File: config.mk
export PLATFORM = sky130hd
export DESIGN_NAME = i2c_slave
export DESIGN_NICKNAME = d
export VERILOG_FILES = /design/src/rtl/i2c_slave.sv
export SDC_FILE = /design/constraint.sdc
export NUM_CORES = 1
export LEC_CHECK = 0
export CORE_MARGIN = 2
export CORE_UTILIZATION = 51
export DETAILED_ROUTE_END_ITERATION = 8
export HOLD_SLACK_MARGIN = 0.12
export PLACE_DENSITY_LB_ADDON = 0.2
export SYNTH_ARGS = -nofsm -noshare
export SYNTH_HDL_FRONTEND = slang
export SYNTH_SLANG_ARGS = --single-unit
export TNS_END_PERCENT = 30
File: constraint.sdc
create_clock -name clk -period 1.85 [get_ports clk]
set_input_delay 0.555 -clock clk [delete_from_list [all_inputs] [get_ports clk]]
set_output_delay 0.555 -clock clk [all_outputs]
set_load 0.005 [all_outputs]
File: src/rtl/i2c_slave.sv
// i2c_slave: I2C target for register access with a 16-bit subaddress, oversampled on clk.
// The decoded bus accesses drive a local register file through single-cycle reg_wr/reg_rd strobes.
// Define I2C_SLAVE_GLITCH_FILTER_EN to put a 3-sample agreement filter on SCL and SDA.
module i2c_slave #(
  parameter logic [6:0] SLAVE_ADDR = 7'h3C
) (
  input  logic        clk,
  input  logic        rst_n,
  input  logic        i2c_scl,
  input  logic        i2c_sda_i,
  output logic        i2c_sda_o,
  output logic        i2c_sda_oe,
  output logic [15:0] reg_addr,
  output logic [7:0]  reg_wdata,
  output logic        reg_wr,
  output logic        reg_rd,
  input  logic [7:0]  reg_rdata,
  output logic        busy
);

  typedef enum logic [3:0] {
    IDLE, DEV, DEV_ACK, SUBH, SUBH_ACK, SUBL, SUBL_ACK,
    WDATA, WDATA_ACK, RDATA, MACK, IGNORE
  } state_t;

  logic [1:0] scl_sync_q, sda_sync_q;
  logic       scl_line, sda_line;
  logic       scl_prev_q, sda_prev_q;
  logic       scl_rise, scl_fall, start_det, stop_det;

  // Two-flop synchronizers; the bus idles high so they reset to 1.
  always_ff @(posedge clk or negedge rst_n) begin
    if (!rst_n) begin
      scl_sync_q <= 2'b11;
      sda_sync_q <= 2'b11;
    end else begin
      scl_sync_q <= {scl_sync_q[0], i2c_scl};
      sda_sync_q <= {sda_sync_q[0], i2c_sda_i};
    end
  end

`ifdef I2C_SLAVE_GLITCH_FILTER_EN
  logic [1:0] scl_hist_q, sda_hist_q;
  logic       scl_filt_q, sda_filt_q;
  logic       scl_filt_d, sda_filt_d;

  // A filtered line only moves once the current and two previous synced samples agree.
  always_comb begin
    scl_filt_d = scl_filt_q;
    sda_filt_d = sda_filt_q;
    if (scl_hist_q == {2{scl_sync_q[1]}}) scl_filt_d = scl_sync_q[1];
    if (sda_hist_q == {2{sda_sync_q[1]}}) sda_filt_d = sda_sync_q[1];
  end

  // Sample history and filtered-line registers.
  always_ff @(posedge clk or negedge rst_n) begin
    if (!rst_n) begin
      scl_hist_q <= 2'b11;
      sda_hist_q <= 2'b11;
      scl_filt_q <= 1'b1;
      sda_filt_q <= 1'b1;
    end else begin
      scl_hist_q <= {scl_hist_q[0], scl_sync_q[1]};
      sda_hist_q <= {sda_hist_q[0], sda_sync_q[1]};
      scl_filt_q <= scl_filt_d;
      sda_filt_q <= sda_filt_d;
    end
  end

  assign scl_line = scl_filt_d;
  assign sda_line = sda_filt_d;
`else
  assign scl_line = scl_sync_q[1];
  assign sda_line = sda_sync_q[1];
`endif

  // Previous line values for edge detection.
  always_ff @(posedge clk or negedge rst_n) begin
    if (!rst_n) begin
      scl_prev_q <= 1'b1;
      sda_prev_q <= 1'b1;
    end else begin
      scl_prev_q <= scl_line;
      sda_prev_q <= sda_line;
    end
  end

  assign scl_rise  = scl_line & ~scl_prev_q;
  assign scl_fall  = ~scl_line & scl_prev_q;
  assign start_det = scl_line & scl_prev_q & ~sda_line & sda_prev_q;
  assign stop_det  = scl_line & scl_prev_q & sda_line & ~sda_prev_q;

  state_t      state_q, state_d;
  logic [3:0]  bit_cnt_q, bit_cnt_d;
  logic [7:0]  rx_sr_q, rx_sr_d, tx_sr_q, tx_sr_d, rx_byte;
  logic        rw_q, rw_d, ack_on_q, ack_on_d;
  logic        sda_o_q, sda_o_d, sda_oe_q, sda_oe_d;
  logic [15:0] reg_addr_q, reg_addr_d;
  logic [7:0]  reg_wdata_q, reg_wdata_d;
  logic        reg_wr_q, reg_wr_d, reg_rd_q, reg_rd_d, busy_q, busy_d;

  // Protocol next-state: START/STOP override everything, bits shift on SCL rise, SDA moves on SCL fall.
  always_comb begin
    state_d     = state_q;
    bit_cnt_d   = bit_cnt_q;
    rx_sr_d     = rx_sr_q;
    tx_sr_d     = tx_sr_q;
    rw_d        = rw_q;
    ack_on_d    = ack_on_q;
    sda_o_d     = sda_o_q;
    sda_oe_d    = sda_oe_q;
    reg_addr_d  = reg_addr_q;
    reg_wdata_d = reg_wdata_q;
    reg_wr_d    = 1'b0;
    reg_rd_d    = 1'b0;
    busy_d      = busy_q;
    rx_byte     = {rx_sr_q[6:0], sda_line};
    // Read data is valid the cycle after the strobe.
    if (reg_rd_q) tx_sr_d = reg_rdata;
    if (start_det) begin
      state_d   = DEV;
      bit_cnt_d = 4'd0;
      sda_oe_d  = 1'b0;
      sda_o_d   = 1'b1;
      busy_d    = 1'b0;
      ack_on_d  = 1'b0;
    end else if (stop_det) begin
      state_d   = IDLE;
      sda_oe_d  = 1'b0;
      sda_o_d   = 1'b1;
      busy_d    = 1'b0;
      ack_on_d  = 1'b0;
    end else begin
      case (state_q)
        DEV, SUBH, SUBL, WDATA: begin
          if (scl_rise) begin
            rx_sr_d   = rx_byte;
            bit_cnt_d = bit_cnt_q + 4'd1;
            if (bit_cnt_q == 4'd7) begin
              bit_cnt_d = 4'd0;
              ack_on_d  = 1'b0;
              case (state_q)
                DEV: begin
                  if (rx_byte[7:1] == SLAVE_ADDR) begin
                    state_d  = DEV_ACK;
                    rw_d     = rx_byte[0];
                    reg_rd_d = rx_byte[0];
                  end else begin
                    state_d = IGNORE;
                  end
                end
                SUBH: begin
                  reg_addr_d[15:8] = rx_byte;
                  state_d          = SUBH_ACK;
                end
                SUBL: begin
                  reg_addr_d[7:0] = rx_byte;
                  state_d         = SUBL_ACK;
                end
                default: begin
                  reg_wdata_d = rx_byte;
                  reg_wr_d    = 1'b1;
                  state_d     = WDATA_ACK;
                end
              endcase
            end
          end
        end
        DEV_ACK, SUBH_ACK, SUBL_ACK, WDATA_ACK: begin
          if (scl_fall) begin
            if (!ack_on_q) begin
              ack_on_d = 1'b1;
              sda_oe_d = 1'b1;
              sda_o_d  = 1'b0;
              if (state_q == DEV_ACK) busy_d = 1'b1;
            end else begin
              ack_on_d = 1'b0;
              sda_oe_d = 1'b0;
              sda_o_d  = 1'b1;
              case (state_q)
                DEV_ACK: begin
                  if (rw_q) begin
                    // Release the ACK and put the first read bit on the bus in the same low phase.
                    state_d   = RDATA;
                    sda_oe_d  = 1'b1;
                    sda_o_d   = tx_sr_q[7];
                    tx_sr_d   = {tx_sr_q[6:0], 1'b1};
                    bit_cnt_d = 4'd1;
                  end else begin
                    state_d = SUBH;
                  end
                end
                SUBH_ACK: state_d = SUBL;
                SUBL_ACK: state_d = WDATA;
                default: begin
                  reg_addr_d = reg_addr_q + 16'd1;
                  state_d    = WDATA;
                end
              endcase
            end
          end
        end
        RDATA: begin
          if (scl_fall) begin
            if (bit_cnt_q == 4'd8) begin
              sda_oe_d  = 1'b0;
              sda_o_d   = 1'b1;
              bit_cnt_d = 4'd0;
              state_d   = MACK;
            end else begin
              sda_oe_d  = 1'b1;
              sda_o_d   = tx_sr_q[7];
              tx_sr_d   = {tx_sr_q[6:0], 1'b1};
              bit_cnt_d = bit_cnt_q + 4'd1;
            end
          end
        end
        MACK: begin
          if (scl_rise) begin
            if (!sda_line) begin
              reg_addr_d = reg_addr_q + 16'd1;
              reg_rd_d   = 1'b1;
              bit_cnt_d  = 4'd0;
              state_d    = RDATA;
            end else begin
              state_d = IGNORE;
            end
          end
        end
        default: ;
      endcase
    end
  end

  // State and registered outputs.
  always_ff @(posedge clk or negedge rst_n) begin
    if (!rst_n) begin
      state_q     <= IDLE;
      bit_cnt_q   <= 4'd0;
      rx_sr_q     <= 8'd0;
      tx_sr_q     <= 8'hFF;
      rw_q        <= 1'b0;
      ack_on_q    <= 1'b0;
      sda_o_q     <= 1'b1;
      sda_oe_q    <= 1'b0;
      reg_addr_q  <= 16'd0;
      reg_wdata_q <= 8'd0;
      reg_wr_q    <= 1'b0;
      reg_rd_q    <= 1'b0;
      busy_q      <= 1'b0;
    end else begin
      state_q     <= state_d;
      bit_cnt_q   <= bit_cnt_d;
      rx_sr_q     <= rx_sr_d;
      tx_sr_q     <= tx_sr_d;
      rw_q        <= rw_d;
      ack_on_q    <= ack_on_d;
      sda_o_q     <= sda_o_d;
      sda_oe_q    <= sda_oe_d;
      reg_addr_q  <= reg_addr_d;
      reg_wdata_q <= reg_wdata_d;
      reg_wr_q    <= reg_wr_d;
      reg_rd_q    <= reg_rd_d;
      busy_q      <= busy_d;
    end
  end

  assign i2c_sda_o  = sda_o_q;
  assign i2c_sda_oe = sda_oe_q;
  assign reg_addr   = reg_addr_q;
  assign reg_wdata  = reg_wdata_q;
  assign reg_wr     = reg_wr_q;
  assign reg_rd     = reg_rd_q;
  assign busy       = busy_q;

endmodule
==> results.yml, run 1 <==
run_status:
  status: "finished, violations left"
  violations: "setup timing"
timing:
  fin_tns_setup_ns: -2.826
  fin_crit_sh_pct: 111.1
  fmax_ghz: 0.4865
  finalHoldViolations: 0
  setup_slack_ns: -0.2056
  min_period_ns: 2.056
  rsz0062_at_grt: "yes"
  slew_viol_final: 0
  slew_headroom_pct: 72.43
  tightest_slew_ns: 0.4136
  skew_ns: 0.01091
  whs_ns: 0.1253
  setup_viol: 25
worst_setup_path:
  crit_required_ns: 2.12
  cp.arrival_ns: 2.32
  cp-end-kind: "flop"
  cp-start-kind: "flop"
  path_class: "flop to flop"
  cp_max_fo: 4
power:
  swShare_pct: 40.18
  pwr-share-comb_pct: 55.2
  finalPower_mw: 7.319
  switchingPower_mw: 2.941
  p_clk_share_pct: 14.7
  p_int_mw: 4.378
  peakVddDrop_mv: 0.8142
  pwr-share-seq_pct: 30.1
  power_density_mw_per_mm2: 1512
  leakage_nw: 2.096
detailed_routing:
  ant_nets: 0
  wire_per_inst_um: 17.49
  vias: 3273
  drc: 0
  viasPerCell: 6.017
  drt_iter0_markers: 316
  routed_wirelength_um: 9512
  first_pass_iters: 5
global_routing:
  grt_first_pass_wirelength_um: 15630
  antenna_found_initial: 0
  grtUsageTotal_pct: 26.66
  grt_pass1_vias: 3204
  grt_overflow: 0
  grt_start_max_net_pins: 47
yosys:
  synth-seq-area-share_pct: 44.10
  synth_top_cell_by_area: "dfrtp_1"
  avgSynthCellArea_um2: 9.602
  synth_top_area_share_pct: 32.67
  async_flop_share_pct: 100.0
  synth_ff_type: "dfrtp_1"
  synthCells: 359
  syn_nets: 374
  synth_area_leaders: "dfrtp_1 33%, dfstp_2 11%, mux2_2 5.6%, o21ai_0 4.5%, nand2_1 3.8%"
  ys_seq_elements: 60
  yosysMostFrequentCell: "dfrtp_1"
  synth_cell_types: 64
  synthesis.area_mm2: 0.003447
  synth_top_cells_by_count: "45 x dfrtp_1, 35 x nand2_1, 31 x o21ai_0"
  synth_enable_flop_cells: 0
  yosysWarnings: 0
clock_network:
  clockBufferDepth: 2
  htree_levels: 3
  hold_buffers: 0
  clk_pin_slew_ns: 0.08
  clk_latency_ns: 0.34
  cts_tree: "yes"
  cts.sinks: 60
  cts_buffers: 9
  cts_root_buffer: "clkbuf_8"
final_layout:
  nets: 477
  instances_no_fill: 544
  finish.utilization_pct: 74.95
  antenna_cells: 0
  design_area_mm2: 0.004841
  drive_gt1_share_pct: 37.04
  area_growth_syn_to_layout_pct: 40.44
placed_design:
  postPlaceCellArea_mm2: 0.004429
  gp_congestion: 0.9823
  dp_hpwl_um: 6715
  portBuffers: 40
  dpl.cell_count: 524
  preCtsSetupSlack_ns: -0.2134
floorplanning:
  start_util_pct: 53.37
  die_h_um: 86.21
  core_mm2: 0.006459
  io_pins: 41
  num_rows: 29
  die_area_mm2: 0.007432
  dieWidth_um: 86.21
run:
  cap_violations: 0
min_path:
  hold_class: "primary input to async pin"
[power groups by stage]
stage / Sequential (mW) / Combinational, mW / Clock (mW)
floorplan: 2.17 / 1.99 / 0
global placement: 2.19 / 3.58 / 0
detailed placement: 2.21 / 3.64 / 0
CTS: 2.19 / 3.83 / 1.09
global route: 2.27 / 4.36 / 1.15
finish: 2.20 / 4.04 / 1.07
[metal layers]
metal	part of all wire, %	up-vias	global-route usage (%)
li1	-	1537	-
met1	43	1583	38.04
met2	47	138	41.16
met3	8.0	15	4.381
met4	1.8	0	10.09
met5	0	-	0
[registers in the layout, summed over array words and instances (netlist names), 2 cells and up]
name / count
reg_wdata: 8
tx_sr_q: 8
reg_addr: 16
scl_sync_q: 2
state_q: 4
sda_sync_q: 2
rx_sr_q: 7
bit_cnt_q: 4
[cell type report]
cell class,count,area [µm²]
tap,77,96.34
timing repair buffer,118,1081
clock buffer,9,123.9
clock inverter,7,51.30
fill,461,1618
multi-input combinational,265,1936
sequential,60,1523
inverter,8,30.03
[critical path, stage by stage (launching register included)]
cell and delay [ns]:
dfstp_2 0.56, or3b_1 0.37, a211oi_2 0.27, o221ai_2 0.19, or4b_1 0.52, o21ai_1 0.08
[layout by cell type, fill, tap and decap left out, drive strengths merged, types with 4 or more instances in the layout]
cell type,n
o21ai,32
dfstp,15
mux2i,12
dlymetal6s2s,9
dlygate4sd2,5
o22ai,10
inv,10
a21oi,24
buf,79
dfrtp,45
nor2,18
nand4,5
mux2,17
and2,6
clkbuf,9
a31oi,15
clkdlybuf4s50,25
or3,4
and4,5
nand2,35
nand3,15
nor2b,4
a21boi,4
a211oi,5
[path summary, 6_finish.rpt]
kind	start	endpoint	slack, ns	depth (start not counted)
worst max register to register	scl_prev_q	bit_cnt_q[3]	-0.21	5
min in group clk	scl_sync_q[0]	scl_sync_q[1]	0.36	0
worst min register to register	scl_sync_q[0]	scl_sync_q[1]	0.36	0
worst min-delay path	rst_n	state_q[1]	0.13	1
worst max-delay path	scl_prev_q	bit_cnt_q[3]	-0.21	5
max in group asynchronous	rst_n	tx_sr_q[3]	1.11	2
[logic make-up after synthesis]
kind of cell	share of synthesized area, %
buffers and inverters	4.864
DFF	44.10
and+or+nand+nor	18.84
muxes	9.038
xor gates and xnor gates	0.2541
adders and majority gates	1.089
AOI/OAI and AO/OA	21.82
[what timing repair did]
| action | CTS | global route |
|---|---|---|
| resized for setup | 28 | 35 |
| setup buffers | 4 | 1 |
| pin swaps | 11 | 13 |
| setup endpoints to repair | 31 | 44 |
Power figures use the tool's default switching activity.
==> run 2: changes to the inputs <==
Settings changed: GPL_TIMING_DRIVEN from default to 0.
==> run 2 against run 1 <==
Compared with the run above:
- the flow still finishes with violations (setup timing)
- non-clock buffer count shrank 26
- highest routed layer unchanged
- final cell count shrank 4.8%
- clock skew grew 0.00097 ns
==> results.yml, run 2 (synthesis results as in run 1) <==
run_status:
  status: "finished, violations left"
  violations: "setup timing"
placed_design:
  preCtsSetupSlack_ns: -0.5689
  gp_congestion: 0.9137
  portBuffers: 40
  dp_hpwl_um: 6266
  dpl.cell_count: 477
  postPlaceCellArea_mm2: 0.003989
floorplanning:
  num_rows: 29
  dieWidth_um: 86.21
  start_util_pct: 53.37
  core_mm2: 0.006459
  die_area_mm2: 0.007432
  die_h_um: 86.21
  io_pins: 41
worst_setup_path:
  path_cells: "nand2b_1, o41ai_4, buf_4, o221ai_4, or4b_1, o21ai_1"
  crit_required_ns: 2.12
  cp_slowest_stage_delay_ns: 0.59
  critPathSlowestCell: "dfstp_2"
  cp_max_fo: 6
  cp.arrival_ns: 2.48
  path_class: "flop to flop"
  cp-end-kind: "flop"
  cp-start-kind: "flop"
timing:
  fin_crit_sh_pct: 119.4
  slew_viol_final: 0
  rsz0062_at_grt: "yes"
  setup_slack_ns: -0.3581
  fmax_ghz: 0.4529
  finalHoldViolations: 0
  slew_headroom_pct: 57.54
  tightest_slew_ns: 0.6369
  min_period_ns: 2.208
  skew_ns: 0.01188
  fin_tns_setup_ns: -5.518
  setup_viol: 36
global_routing:
  grtUsageTotal_pct: 26.90
  grt_overflow: 0
  grt_first_pass_wirelength_um: 15810
  grt_pass1_vias: 3112
  antenna_found_initial: 0
  grt_start_max_net_pins: 38
final_layout:
  final-seq-area_mm2: 0.001524
  design_area_mm2: 0.004633
  antenna_cells: 0
  largest_reg_flops: 16
  area_growth_syn_to_layout_pct: 34.41
  fillers: 476
  nets: 451
  drive_gt1_share_pct: 31.07
  instances_no_fill: 518
  multi_input_area_mm2: 0.001963
  layout_commonest_cell: "dfrtp_1"
  final_cell_mix: "42 x dfrtp_1, 34 x nand2_1, 30 x o21ai_0, 27 x buf_4, 27 x clkdlybuf4s50_1"
detailed_routing:
  ant_nets: 0
  drt_iter0_markers: 248
  vias: 3258
  drc: 0
  first_pass_iters: 5
  wire_per_inst_um: 18.39
  routed_wirelength_um: 9525
  viasPerCell: 6.290
power:
  peakVddDrop_mv: 0.7885
  power_density_mw_per_mm2: 1553
  finalPower_mw: 7.197
  leakage_nw: 1.915
clock_network:
  clk_pin_slew_ns: 0.08
  hold_buffers: 0
  cts_root_buffer: "clkbuf_8"
  cts_tree: "yes"
  clockBufferDepth: 2
  cts.sinks: 60
  htree_levels: 3
  cts_buffers: 9
  clk_latency_ns: 0.35
min_path:
  hold_class: "primary input to async pin"
run:
  cap_violations: 0
## run 2: cell count changes in the layout (fill, tap and decap cells not counted), moves of 4 or more
cell	change
clkbuf_1	+4
dlymetal6s2s_1	-4
buf_4	-38
mux2_2	-8
mux2_4	+8
## run 2: worst max-delay path: cells and delay by family, from the launching register on
family / cells / cell delay [ns]
and+or+nand+nor: 2 / 0.74
AOI/OAI and AO/OA: 3 / 0.61
DFF: 1 / 0.59
buffers and inverters: 1 / 0.20
## run 2: area by class of cell
| class | instances | share of cell area, % |
|---|---|---|
| Multi-Input combinational cell | 265 | 42.37 |
| Sequential cell | 60 | 32.89 |
| Timing Repair Buffer | 70 | 13.99 |
| Buffer | 22 | 3.727 |
| Clock buffer | 9 | 2.674 |
| Tap cell | 77 | 2.079 |
| Clock inverter | 7 | 1.620 |
| Inverter | 8 | 0.6481 |
## run 2: metal layers
layer	global-route usage (%)	wire length, µm
met5	0	0
met4	8.665	238
met3	4.952	705
met2	41.01	4284
met1	39.13	4297
## run 2: timing repair
action,in CTS,in global routing
setup buffers,24,4
resized for setup,67,15
pin swaps,15,4
gates cloned,1,0
setup endpoints to repair,52,48
## run 2: stage by stage
stage               hold WS (ns)  util, %
finish                    0.1877    71.74
global placement          0.3461    61.53
global route              0.2347    71.74
CTS                       0.2123    70.53
floorplan                 0.2594        -
detailed placement        0.3476    61.76
## run 2: final timing paths
check                                   start       endpoint  slack (ns)  cells past startpoint
worst max-delay path               scl_prev_q   bit_cnt_q[3]       -0.36                      6
worst min-delay path                    rst_n       ack_on_q        0.19                      1
worst max register to register     scl_prev_q   bit_cnt_q[3]       -0.36                      6
worst min register to register  scl_sync_q[0]  scl_sync_q[1]        0.36                      0
max in group asynchronous               rst_n     tx_sr_q[5]        1.00                      2
min in group clk                scl_sync_q[0]  scl_sync_q[1]        0.36                      0
## run 2: power breakdown
group          switching [mW]  total, mW  internal [mW]
Combinational            1.85       3.67           1.82
Sequential              0.504       2.32           1.81
Clock                   0.580       1.21          0.628
Total                    2.94       7.20           4.26
